==> src/rtl/fpu_pkg.sv <==
// fpu_pkg: status bit indices and the stored result record shared by the fpu result FIFO.
package fpu_pkg;
  localparam int ST_EXACT     = 0;
  localparam int ST_OVERFLOW  = 1;
  localparam int ST_UNDERFLOW = 2;
  localparam int ST_INEXACT   = 3;
  typedef struct packed {
    logic [3:0]  status;
    logic [31:0] data;
  } fpu_result_t;
endpackage

==> src/rtl/fpu_result_fifo_if.sv <==
// fpu_result_fifo_if: producer/consumer/status bundle of the fpu result FIFO.
// Per-status counters exist only when FPU_RESULT_STATUS_CNT_EN is defined.
interface fpu_result_fifo_if #(parameter int DEPTH = 8, parameter int DROP_W = 8);
  localparam int CW = $clog2(DEPTH + 1);
  logic              res_valid_in;
  logic [31:0]       res_data_in;
  logic [3:0]        res_status_in;
  logic              rd_ready_in;
  logic              rd_valid_out;
  logic [31:0]       rd_data_out;
  logic [3:0]        rd_status_out;
  logic [CW-1:0]     count_out;
  logic              full_out;
  logic [DROP_W-1:0] drop_cnt_out;
  logic              drop_sticky_out;
`ifdef FPU_RESULT_STATUS_CNT_EN
  logic [15:0] exact_cnt_out, ovf_cnt_out, unf_cnt_out, inexact_cnt_out;
`endif
  modport slave (
    input  res_valid_in, res_data_in, res_status_in, rd_ready_in,
    output rd_valid_out, rd_data_out, rd_status_out, count_out, full_out,
           drop_cnt_out, drop_sticky_out
`ifdef FPU_RESULT_STATUS_CNT_EN
    , output exact_cnt_out, ovf_cnt_out, unf_cnt_out, inexact_cnt_out
`endif
  );
  modport master (
    output res_valid_in, res_data_in, res_status_in, rd_ready_in,
    input  rd_valid_out, rd_data_out, rd_status_out, count_out, full_out,
           drop_cnt_out, drop_sticky_out
`ifdef FPU_RESULT_STATUS_CNT_EN
    , input exact_cnt_out, ovf_cnt_out, unf_cnt_out, inexact_cnt_out
`endif
  );
endinterface

==> src/rtl/fpu_result_fifo_mem.sv <==
// fpu_result_fifo_mem: DEPTH-entry result storage, registered write, asynchronous read.
module fpu_result_fifo_mem
  import fpu_pkg::*;
#(
  parameter int DEPTH = 8,
  localparam int AW = $clog2(DEPTH)
) (
  input  logic          clk,
  input  logic          we_i,
  input  logic [AW-1:0] waddr_i,
  input  fpu_result_t   wdata_i,
  input  logic [AW-1:0] raddr_i,
  output fpu_result_t   rdata_o
);
  fpu_result_t mem_q [DEPTH];
  always_ff @(posedge clk)
    if (we_i) mem_q[waddr_i] <= wdata_i;
  assign rdata_o = mem_q[raddr_i];
endmodule

==> src/rtl/fpu_result_fifo.sv <==
// fpu_result_fifo: buffers fpu results for a valid/ready consumer and counts overflow drops.
// Define FPU_RESULT_STATUS_CNT_EN to add saturating per-status-bit counters of accepted results.
module fpu_result_fifo
  import fpu_pkg::*;
#(
  parameter int DEPTH  = 8,
  parameter int DROP_W = 8
) (
  input  logic clock100KHz,
  input  logic reset,
  fpu_result_fifo_if.slave f
);
  localparam int AW = $clog2(DEPTH);
  localparam int CW = $clog2(DEPTH + 1);
  logic [AW-1:0]     wr_ptr_q, wr_ptr_d, rd_ptr_q, rd_ptr_d;
  logic [CW-1:0]     count_q, count_d;
  logic [DROP_W-1:0] drop_cnt_q, drop_cnt_d;
  logic              drop_sticky_q, drop_sticky_d;
  logic              full, push, pop, drop;
  fpu_result_t       wdata, head;
  assign full  = count_q == CW'(DEPTH);
  assign pop   = (count_q != '0) && f.rd_ready_in;
  // a pop frees the slot the same cycle, so a full FIFO still accepts the write
  assign push  = f.res_valid_in && (!full || pop);
  assign drop  = f.res_valid_in && full && !pop;
  assign wdata = '{status: f.res_status_in, data: f.res_data_in};
  fpu_result_fifo_mem #(.DEPTH(DEPTH)) u_mem (
    .clk     (clock100KHz),
    .we_i    (push),
    .waddr_i (wr_ptr_q),
    .wdata_i (wdata),
    .raddr_i (rd_ptr_q),
    .rdata_o (head)
  );
  always_comb begin
    wr_ptr_d      = push ? wr_ptr_q + 1'b1 : wr_ptr_q;
    rd_ptr_d      = pop ? rd_ptr_q + 1'b1 : rd_ptr_q;
    count_d       = count_q + CW'(push) - CW'(pop);
    drop_cnt_d    = (drop && drop_cnt_q != '1) ? drop_cnt_q + 1'b1 : drop_cnt_q;
    drop_sticky_d = drop_sticky_q | drop;
  end
  always_ff @(posedge clock100KHz or negedge reset)
    if (!reset) begin
      wr_ptr_q      <= '0;
      rd_ptr_q      <= '0;
      count_q       <= '0;
      drop_cnt_q    <= '0;
      drop_sticky_q <= 1'b0;
    end else begin
      wr_ptr_q      <= wr_ptr_d;
      rd_ptr_q      <= rd_ptr_d;
      count_q       <= count_d;
      drop_cnt_q    <= drop_cnt_d;
      drop_sticky_q <= drop_sticky_d;
    end
  // storage is not reset, so the head is masked to zero while empty
  assign f.rd_valid_out    = count_q != '0;
  assign f.rd_data_out     = f.rd_valid_out ? head.data : '0;
  assign f.rd_status_out   = f.rd_valid_out ? head.status : '0;
  assign f.count_out       = count_q;
  assign f.full_out        = full;
  assign f.drop_cnt_out    = drop_cnt_q;
  assign f.drop_sticky_out = drop_sticky_q;
`ifdef FPU_RESULT_STATUS_CNT_EN
  logic [3:0][15:0] st_cnt_q, st_cnt_d;
  always_comb begin
    st_cnt_d = st_cnt_q;
    for (int b = 0; b < 4; b++)
      st_cnt_d[b] = (push && f.res_status_in[b] && st_cnt_q[b] != '1) ? st_cnt_q[b] + 1'b1 : st_cnt_q[b];
  end
  always_ff @(posedge clock100KHz or negedge reset)
    if (!reset) st_cnt_q <= '0;
    else        st_cnt_q <= st_cnt_d;
  assign f.exact_cnt_out   = st_cnt_q[ST_EXACT];
  assign f.ovf_cnt_out     = st_cnt_q[ST_OVERFLOW];
  assign f.unf_cnt_out     = st_cnt_q[ST_UNDERFLOW];
  assign f.inexact_cnt_out = st_cnt_q[ST_INEXACT];
`endif
endmodule

==> src/flat_wrapper.sv <==
// flat-port wrapper written by rule: the top's interface ports become plain ports
module fpu_result_fifo_flat import fpu_pkg::*;
#(
  parameter int DEPTH  = 8,
  parameter int DROP_W = 8
)
  (clock100KHz, reset, f_res_valid_in, f_res_data_in, f_res_status_in, f_rd_ready_in, f_rd_valid_out, f_rd_data_out, f_rd_status_out, f_count_out, f_full_out, f_drop_cnt_out, f_drop_sticky_out);
  fpu_result_fifo_if #(.DEPTH(DEPTH), .DROP_W(DROP_W)) f_i ();
  input  logic clock100KHz;
  input  logic reset;
  input wire logic [$bits(f_i.res_valid_in)-1:0] f_res_valid_in;
  input wire logic [$bits(f_i.res_data_in)-1:0] f_res_data_in;
  input wire logic [$bits(f_i.res_status_in)-1:0] f_res_status_in;
  input wire logic [$bits(f_i.rd_ready_in)-1:0] f_rd_ready_in;
  output wire logic [$bits(f_i.rd_valid_out)-1:0] f_rd_valid_out;
  output wire logic [$bits(f_i.rd_data_out)-1:0] f_rd_data_out;
  output wire logic [$bits(f_i.rd_status_out)-1:0] f_rd_status_out;
  output wire logic [$bits(f_i.count_out)-1:0] f_count_out;
  output wire logic [$bits(f_i.full_out)-1:0] f_full_out;
  output wire logic [$bits(f_i.drop_cnt_out)-1:0] f_drop_cnt_out;
  output wire logic [$bits(f_i.drop_sticky_out)-1:0] f_drop_sticky_out;
  assign f_i.res_valid_in = f_res_valid_in;
  assign f_i.res_data_in = f_res_data_in;
  assign f_i.res_status_in = f_res_status_in;
  assign f_i.rd_ready_in = f_rd_ready_in;
  assign f_rd_valid_out = f_i.rd_valid_out;
  assign f_rd_data_out = f_i.rd_data_out;
  assign f_rd_status_out = f_i.rd_status_out;
  assign f_count_out = f_i.count_out;
  assign f_full_out = f_i.full_out;
  assign f_drop_cnt_out = f_i.drop_cnt_out;
  assign f_drop_sticky_out = f_i.drop_sticky_out;
  fpu_result_fifo #(.DEPTH(DEPTH), .DROP_W(DROP_W)) u_core (.clock100KHz(clock100KHz), .reset(reset), .f(f_i));
endmodule
==> config.mk <==
export PLATFORM = sky130hd
export DESIGN_NAME = fpu_result_fifo_flat
export DESIGN_NICKNAME = d
export VERILOG_FILES = /design/src/rtl/fpu_pkg.sv /design/src/rtl/fpu_result_fifo_if.sv /design/src/rtl/fpu_result_fifo_mem.sv /design/src/rtl/fpu_result_fifo.sv /design/src/flat_wrapper.sv
export SDC_FILE = /design/constraint.sdc
export NUM_CORES = 1
export LEC_CHECK = 0
export ABC_AREA = 0
export BUFFER_PORTS_ARGS = -buffer_cell sky130_fd_sc_hd__buf_2
export CAP_MARGIN = 20
export CORE_MARGIN = 2
export CORE_UTILIZATION = 45
export CTS_CLUSTER_SIZE = 10
export DETAILED_ROUTE_END_ITERATION = 7
export HOLD_SLACK_MARGIN = 0.03
export PLACE_DENSITY = 0.61
export SYNTH_ARGS = -nofsm -noshare
export SYNTH_HDL_FRONTEND = slang
export SYNTH_HIERARCHICAL = 1
export SYNTH_SLANG_ARGS = --single-unit
==> constraint.sdc <==
create_clock -name clock100KHz -period 10.7 [get_ports clock100KHz]
set_input_delay 0.535 -clock clock100KHz [delete_from_list [all_inputs] [get_ports clock100KHz]]
set_output_delay 0.535 -clock clock100KHz [all_outputs]
set_load 0.01 [all_outputs]
Yosys cells after proc, flatten, opt, wreduce, memory -nomap -nowiden
Memory sizes are Yosys's and may differ from the RTL's.
Cells that the tools add are included.
Widths: inputs -> output; s select.
{"block": "totals", "mem_count": 1, "ram_bits": 288, "in_bits": 40, "ff_bits": 19}
{"memory": "u_core.u_mem.mem_q", "words": 8, "word_bits": 36, "rd": 1, "rd_ports_with_merged_regs": 0, "wr": 1, "line": "fpu_result_fifo_mem.sv:15", "text": "fpu_result_t mem_q [DEPTH];"}
{"block": "classes", "eq_ne": 2, "n_bitwise": 1, "n_mux": 4, "reduce_logical": 9, "n_addsub": 5}
{"operator": "$mux 32", "count": 1}
{"operator": "$add 8x1->8 const B", "count": 1}
{"operator": "$ne 8x8->1 const B", "count": 1}
{"operator": "$add 3x1->3 const B", "count": 2}
{"operator": "$logic_and 1x1->1", "count": 5}
{"operator": "$add 4x1->4", "count": 1}
{"operator": "$eq 4x4->1 const B", "count": 1}
{"operator": "$mux 4", "count": 1}
{"operator": "$reduce_bool 4->1", "count": 1}
{"operator": "$sub 4x1->4", "count": 1}
{"operator": "$logic_not 1->1", "count": 2}
{"operator": "$mux 1", "count": 2}
{"operator": "$logic_or 1x1->1", "count": 1}
{"operator": "$or 1x1->1", "count": 1}

Depth between registers and ports, before layout
{"block": "depth", "ltp_word": 6, "ltp_mapped": 9}

Cells and area by module
Netlist, hierarchy kept.
{"mod": "fpu_result_fifo_mem", "instances": 1, "area_per_inst_um2": 11141.9, "cells_each": 429, "seq_area_each_um2": 8648.3}
{"mod": "fpu_result_fifo", "instances": 1, "area_per_inst_um2": 1229.9, "cells_each": 124, "seq_area_each_um2": 475.5}

Least setup slack after synthesis
Ideal clock, no wire load.
{"block": "synth_timing", "path_kind": "register to register", "startpoint": "register u_core.count_q[2] (netlist: u_core/f.count_out[2])", "endpoint": "memory u_core/u_mem/mem_q[0][0] (netlist bit), enable pin", "setup_slack_ns": 6.332, "path_stages_with_launch": 8, "required_ns": 10.226, "setup_ns": 0.474, "period_less_slack_ns": 4.368, "n_path_buf": 0, "t_arrival_ns": 3.894, "path_cell_list": "dfrtp_1 -> inv_1 -> ha_1 -> or3b_4 -> clkinv_2 -> a21boi_1 -> nand2b_1 -> nor3_1"}
{"block": "synth_between", "elab_chain_len": 6, "word_cells_on_any_way": 8, "classes_between": "eq/ne (1); mux (2); reduce/logical (5)"}
{"element": "start: declaration", "line": "fpu_result_fifo.sv:16", "text": "logic [CW-1:0] count_q, count_d;"}
{"element": "start signal: assignment", "line": "fpu_result_fifo.sv:52", "text": "count_q <= count_d;"}
{"element": "$eq 4x4->1", "line": "fpu_result_fifo.sv:21", "text": "assign full = count_q == CW'(DEPTH);"}
{"element": "via f_full_out", "line": "flat_wrapper.sv:19", "text": "output wire logic [$bits(f_i.full_out)-1:0] f_full_out;"}
{"element": "$logic_not 1->1", "line": "fpu_result_fifo.sv:24", "text": "assign push = f.res_valid_in && (!full || pop);"}
{"element": "$logic_or 1x1->1", "line": "fpu_result_fifo.sv:24"}
{"element": "$logic_and 1x1->1", "line": "fpu_result_fifo.sv:24"}
{"element": "via u_core.push", "line": "fpu_result_fifo.sv:19", "text": "logic full, push, pop, drop;"}
{"element": "$mux 1", "line": "fpu_result_fifo_mem.sv:17", "text": "if (we_i) mem_q[waddr_i] <= wdata_i;"}
{"element": "$mux 1 (implied by the code)", "line": "fpu_result_fifo_mem.sv:17"}
{"element": "end: declaration", "line": "fpu_result_fifo_mem.sv:15"}
The timed path passes the listed nets, and every way through them passes these cells.

==> summary.md <==
| Metric | Value |
|---|---|
| Status | `finished clean` |
| F_max | `268 MHz` |
| Final WL | `23,600 um` |
| Arr. time, crit path | `around 3.2 ns` |
| Most common cell after layout, fill and taps aside | `edfxtp_1` |
| Worst-Margin Slew | `0.969 ns` |
| Largest net degree at the start of global routing | `74` |
| Worst Skew | `0.0186 ns` |
| Critical-path cell list | `buf_4, mux4_1, mux2_2, and2_1, buf_2` |
| Fin. Hold Viols | `0` |
| CP Launch Type | `register` |
| Number of CTS-inserted buffers | `36` |
| Synth Warn # | `6` |
| Initial Util | `0.459` |
| Post-CTS Resized | `0` |
| Most frequent cells in the layout | `edfxtp_1 (288), buf_2 (90), mux4_1 (72), mux2_2 (38), clkbuf_16 (37)` |
| Syn avg cell area | `22.4 um2` |
| Sequential fraction of the synthesis area | `0.737` |
| Die Wd | `170 um` |
| Slowest stage cell, crit path | `buf_4` |
| CP Capture Type | `output pin` |
| Initial antenna violation count | `5` |
| Residual DRC | `0` |
| Synth Instances | `553` |
| Worst skew pair latency | `0.51 ns` |
| Hold WC Path Type | `in -> reg` |
| Full die area | `28,800 um2` |
| Post-Syn Area | `between 10,000 and 15,000 um2` |
| Root buf cell | `clkbuf_16` |
| Min Tclk post-route | `3.73 ns` |
| Peak VDD IR | `120 uV` |
| Area share of the largest cell type after synthesis | `0.699` |
| Syn_nets | `602` |
| Crit path max-delay family | `multiplexers` |
| Grt total ovfl | `0` |
| P_leak | `4.99 nW` |
| Final worst path period share | `0.349` |
| DRT iter0 DRCs | `305` |
| Clock Tree Buf Depth | `3` |
| IO Count | `91` |
| Flops & latches, synth | `307` |
| H-tree levels | `2` |
| Vias per inst | `5.56` |
| Placed cells | `969` |
| Final setup viols | `0` |
| WP data required | `10.17 ns` |
| Filler cells | `2,060` |
| Non-filler cells, final | `approximately 1,000` |
| Die Y | `roughly 170 um` |
| Post-detail-place hpwl | `around 12,000 um` |
| Share of post-route cells with drive strength above 1 | `0.289` |
| Number of global-route vias before repair | `6,018` |
| Antenna Nets Post-Route | `0` |
| Routed vias | `5,714` |
| Max Slew Vio Count | `0` |
| Port-buffer cells | `90` |
| Area Overhead vs Synth | `15.2%` |
| RSZ-0062 raised after global routing | `no` |
| GRT Overall Usage | `0.166` |
| Max Cap Viol | `0` |
| CTS tree | `yes` |
| Worst-path clk slew | `around 0.05 ns` |
| Slew HR | `0.354` |
| Pwr dens | `267 nW/um2` |
| Final RePlAce weighted congestion | `0.746` |
| Core footprint | `about 27,000 um2` |
| Buf+Inv Stages, Crit Path | `2` |
| Final nets | `a little over 700` |
| Crit path max fanout | `56` |
| Kind of critical path | `reg -> out` |
| CTS sink cnt | `307` |
| Area leader, netlist | `edfxtp_1` |
| Global-route wire length before repair | `35,500 um` |
| Placement row count | `60` |
| Setup Fix Bufs, Post-CTS | `0` |
| Largest stage delay on the critical path | `between 0.7 and 0.8 ns` |
| Synth top area cells | `edfxtp_1 (70%), mux4_1 (15%), dfrtp_1 (3.8%)` |
| Pre-Repair DR Iteration Count | `4` |
| WL/cell | `23.0 um` |
| Synth cell types | `38` |
| Reg-to-reg slack, setup | `7.53 ns` |
| Setup_tns | `0 ns` |
==> cell families (layout without fill, tap and decap cells) <==
group / Yosys count / after routing / share of synthesized area
adders and majority gates: 9 / 9 / 0.00971
other: 0 / 3 / 0
buffers and inverters: 30 / 161 / 0.0149
xor gates and xnor gates: 8 / 8 / 0.00566
muxes: 112 / 112 / 0.190
and+or+nand+nor: 75 / 75 / 0.0362
DFF: 307 / 307 / 0.737
AOI/OAI and AO/OA: 12 / 12 / 0.00657
==> final timing paths <==
| check | start | endpoint | cells after the start |
|---|---|---|---|
| worst max-delay path | u_core/rd_ptr_q[0] | f_rd_data_out[22] | 5 |
| worst min-delay path | f_res_data_in[28] | u_core/u_mem/mem_q[0][28] | 1 |
| worst max register to register | u_core/f.count_out[2] | u_core/u_mem/mem_q[4][6] | 8 |
| worst min register to register | u_core/f.drop_sticky_out | u_core/f.drop_sticky_out | 1 |
| max in group asynchronous | reset | u_core/rd_ptr_q[2] | 2 |
| min in group asynchronous | reset | u_core/f.drop_sticky_out | 2 |
==> stage by stage <==
step           cell area (um2)   util  hold slack [ns]  setup WS, ns  power, W
2_1_floorplan            12400      -            0.239          6.33   0.00241
3_3_place_gp             13200  0.491            0.446          7.47   0.00277
3_5_place_dp             13200  0.491            0.451          7.46   0.00280
4_1_cts                  14200  0.528            0.277          6.92   0.00387
5_1_grt                  14200  0.528            0.293          6.84   0.00400
6_report                 14200  0.529            0.297          6.97   0.00380
==> synthesized netlist by cell type <==
cell type  number
dfrtp_1        19
a41oi_1         2
a21boi_0        1
nand3_1         3
o21a_1          1
clkbuf_2        2
a21oi_1         3
xor2_1          3
inv_1           4
and2_1         36
a21boi_1        1
nand2_1         8
or2_2           2
or3b_4          1
a21o_1          1
nor3b_2         1
ha_1            8
buf_6           9
and3_1          3
mux2_2         38
nand4_1         2
clkinv_2        1
nand2_4         1
mux2_4          1
nor2_1          9
buf_1           9
xnor2_1         5
mux4_1         72
mux2i_1         1
nor3_1          2
fa_1            1
and4bb_2        1
or2b_2          1
a31oi_1         3
nand2b_1        4
edfxtp_1      288
and4_1          1
clkbuf_1        5
==> registers in the layout, summed over array words and instances, names as in the netlist <==
register,count
u_core/f.drop_cnt_out,8
u_core/f.count_out,4
u_core/rd_ptr_q,3
u_core/f.drop_sticky_out,1
u_core/wr_ptr_q,3
u_core/u_mem/mem_q,288
==> metal layers <==
metal / up-vias / wire (um) / global-route usage
met5: - / 27 / 0
met4: 6 / 423 / 0.0420
met3: 39 / 1150 / 0.0391
met2: 118 / 11800 / 0.284
met1: 2988 / 10200 / 0.217
li1: 2563 / - / -
==> power by group <==
part | switching (W) | leakage (nW) | total (W) | internal, W
clock network | 0.000427 | 0.484 | 0.00106 | 0.000631
registers | 0.000119 | 2.85 | 0.00164 | 0.00152
logic | 0.000542 | 1.66 | 0.00111 | 0.000566
==> worst register-to-register path, delay by kind of cell (launching register included) <==
| kind | cells | cell delay (ns) |
|---|---|---|
| AND/OR/NAND/NOR | 3 | 1.15 |
| buffers and inverters | 3 | 0.74 |
| AO/OA/AOI/OAI | 1 | 0.36 |
| flip-flops | 1 | 0.34 |
| adder cells (fa/ha/maj) | 1 | 0.18 |
==> timing repair <==
action / 4_1_cts / 5_1_grt
hold buffers: 1 / 0
endpoints found under the setup margin: 0 / 0
hold endpoints to repair: 19 / 0
==> cell type report <==
type | instances | area (um2) | area share
clock buffer | 52 | 982 | 0.0689
antenna | 3 | 7.51 | 0.000527
tap | 341 | 427 | 0.0299
sequential | 307 | 9130 | 0.641
clock inverter | 3 | 21.3 | 0.00149
inverter | 5 | 20.0 | 0.00141
multi-input combinational | 216 | 3120 | 0.219
timing repair buffer | 101 | 536 | 0.0376
No activity file was read; power rests on OpenSTA's default activity.
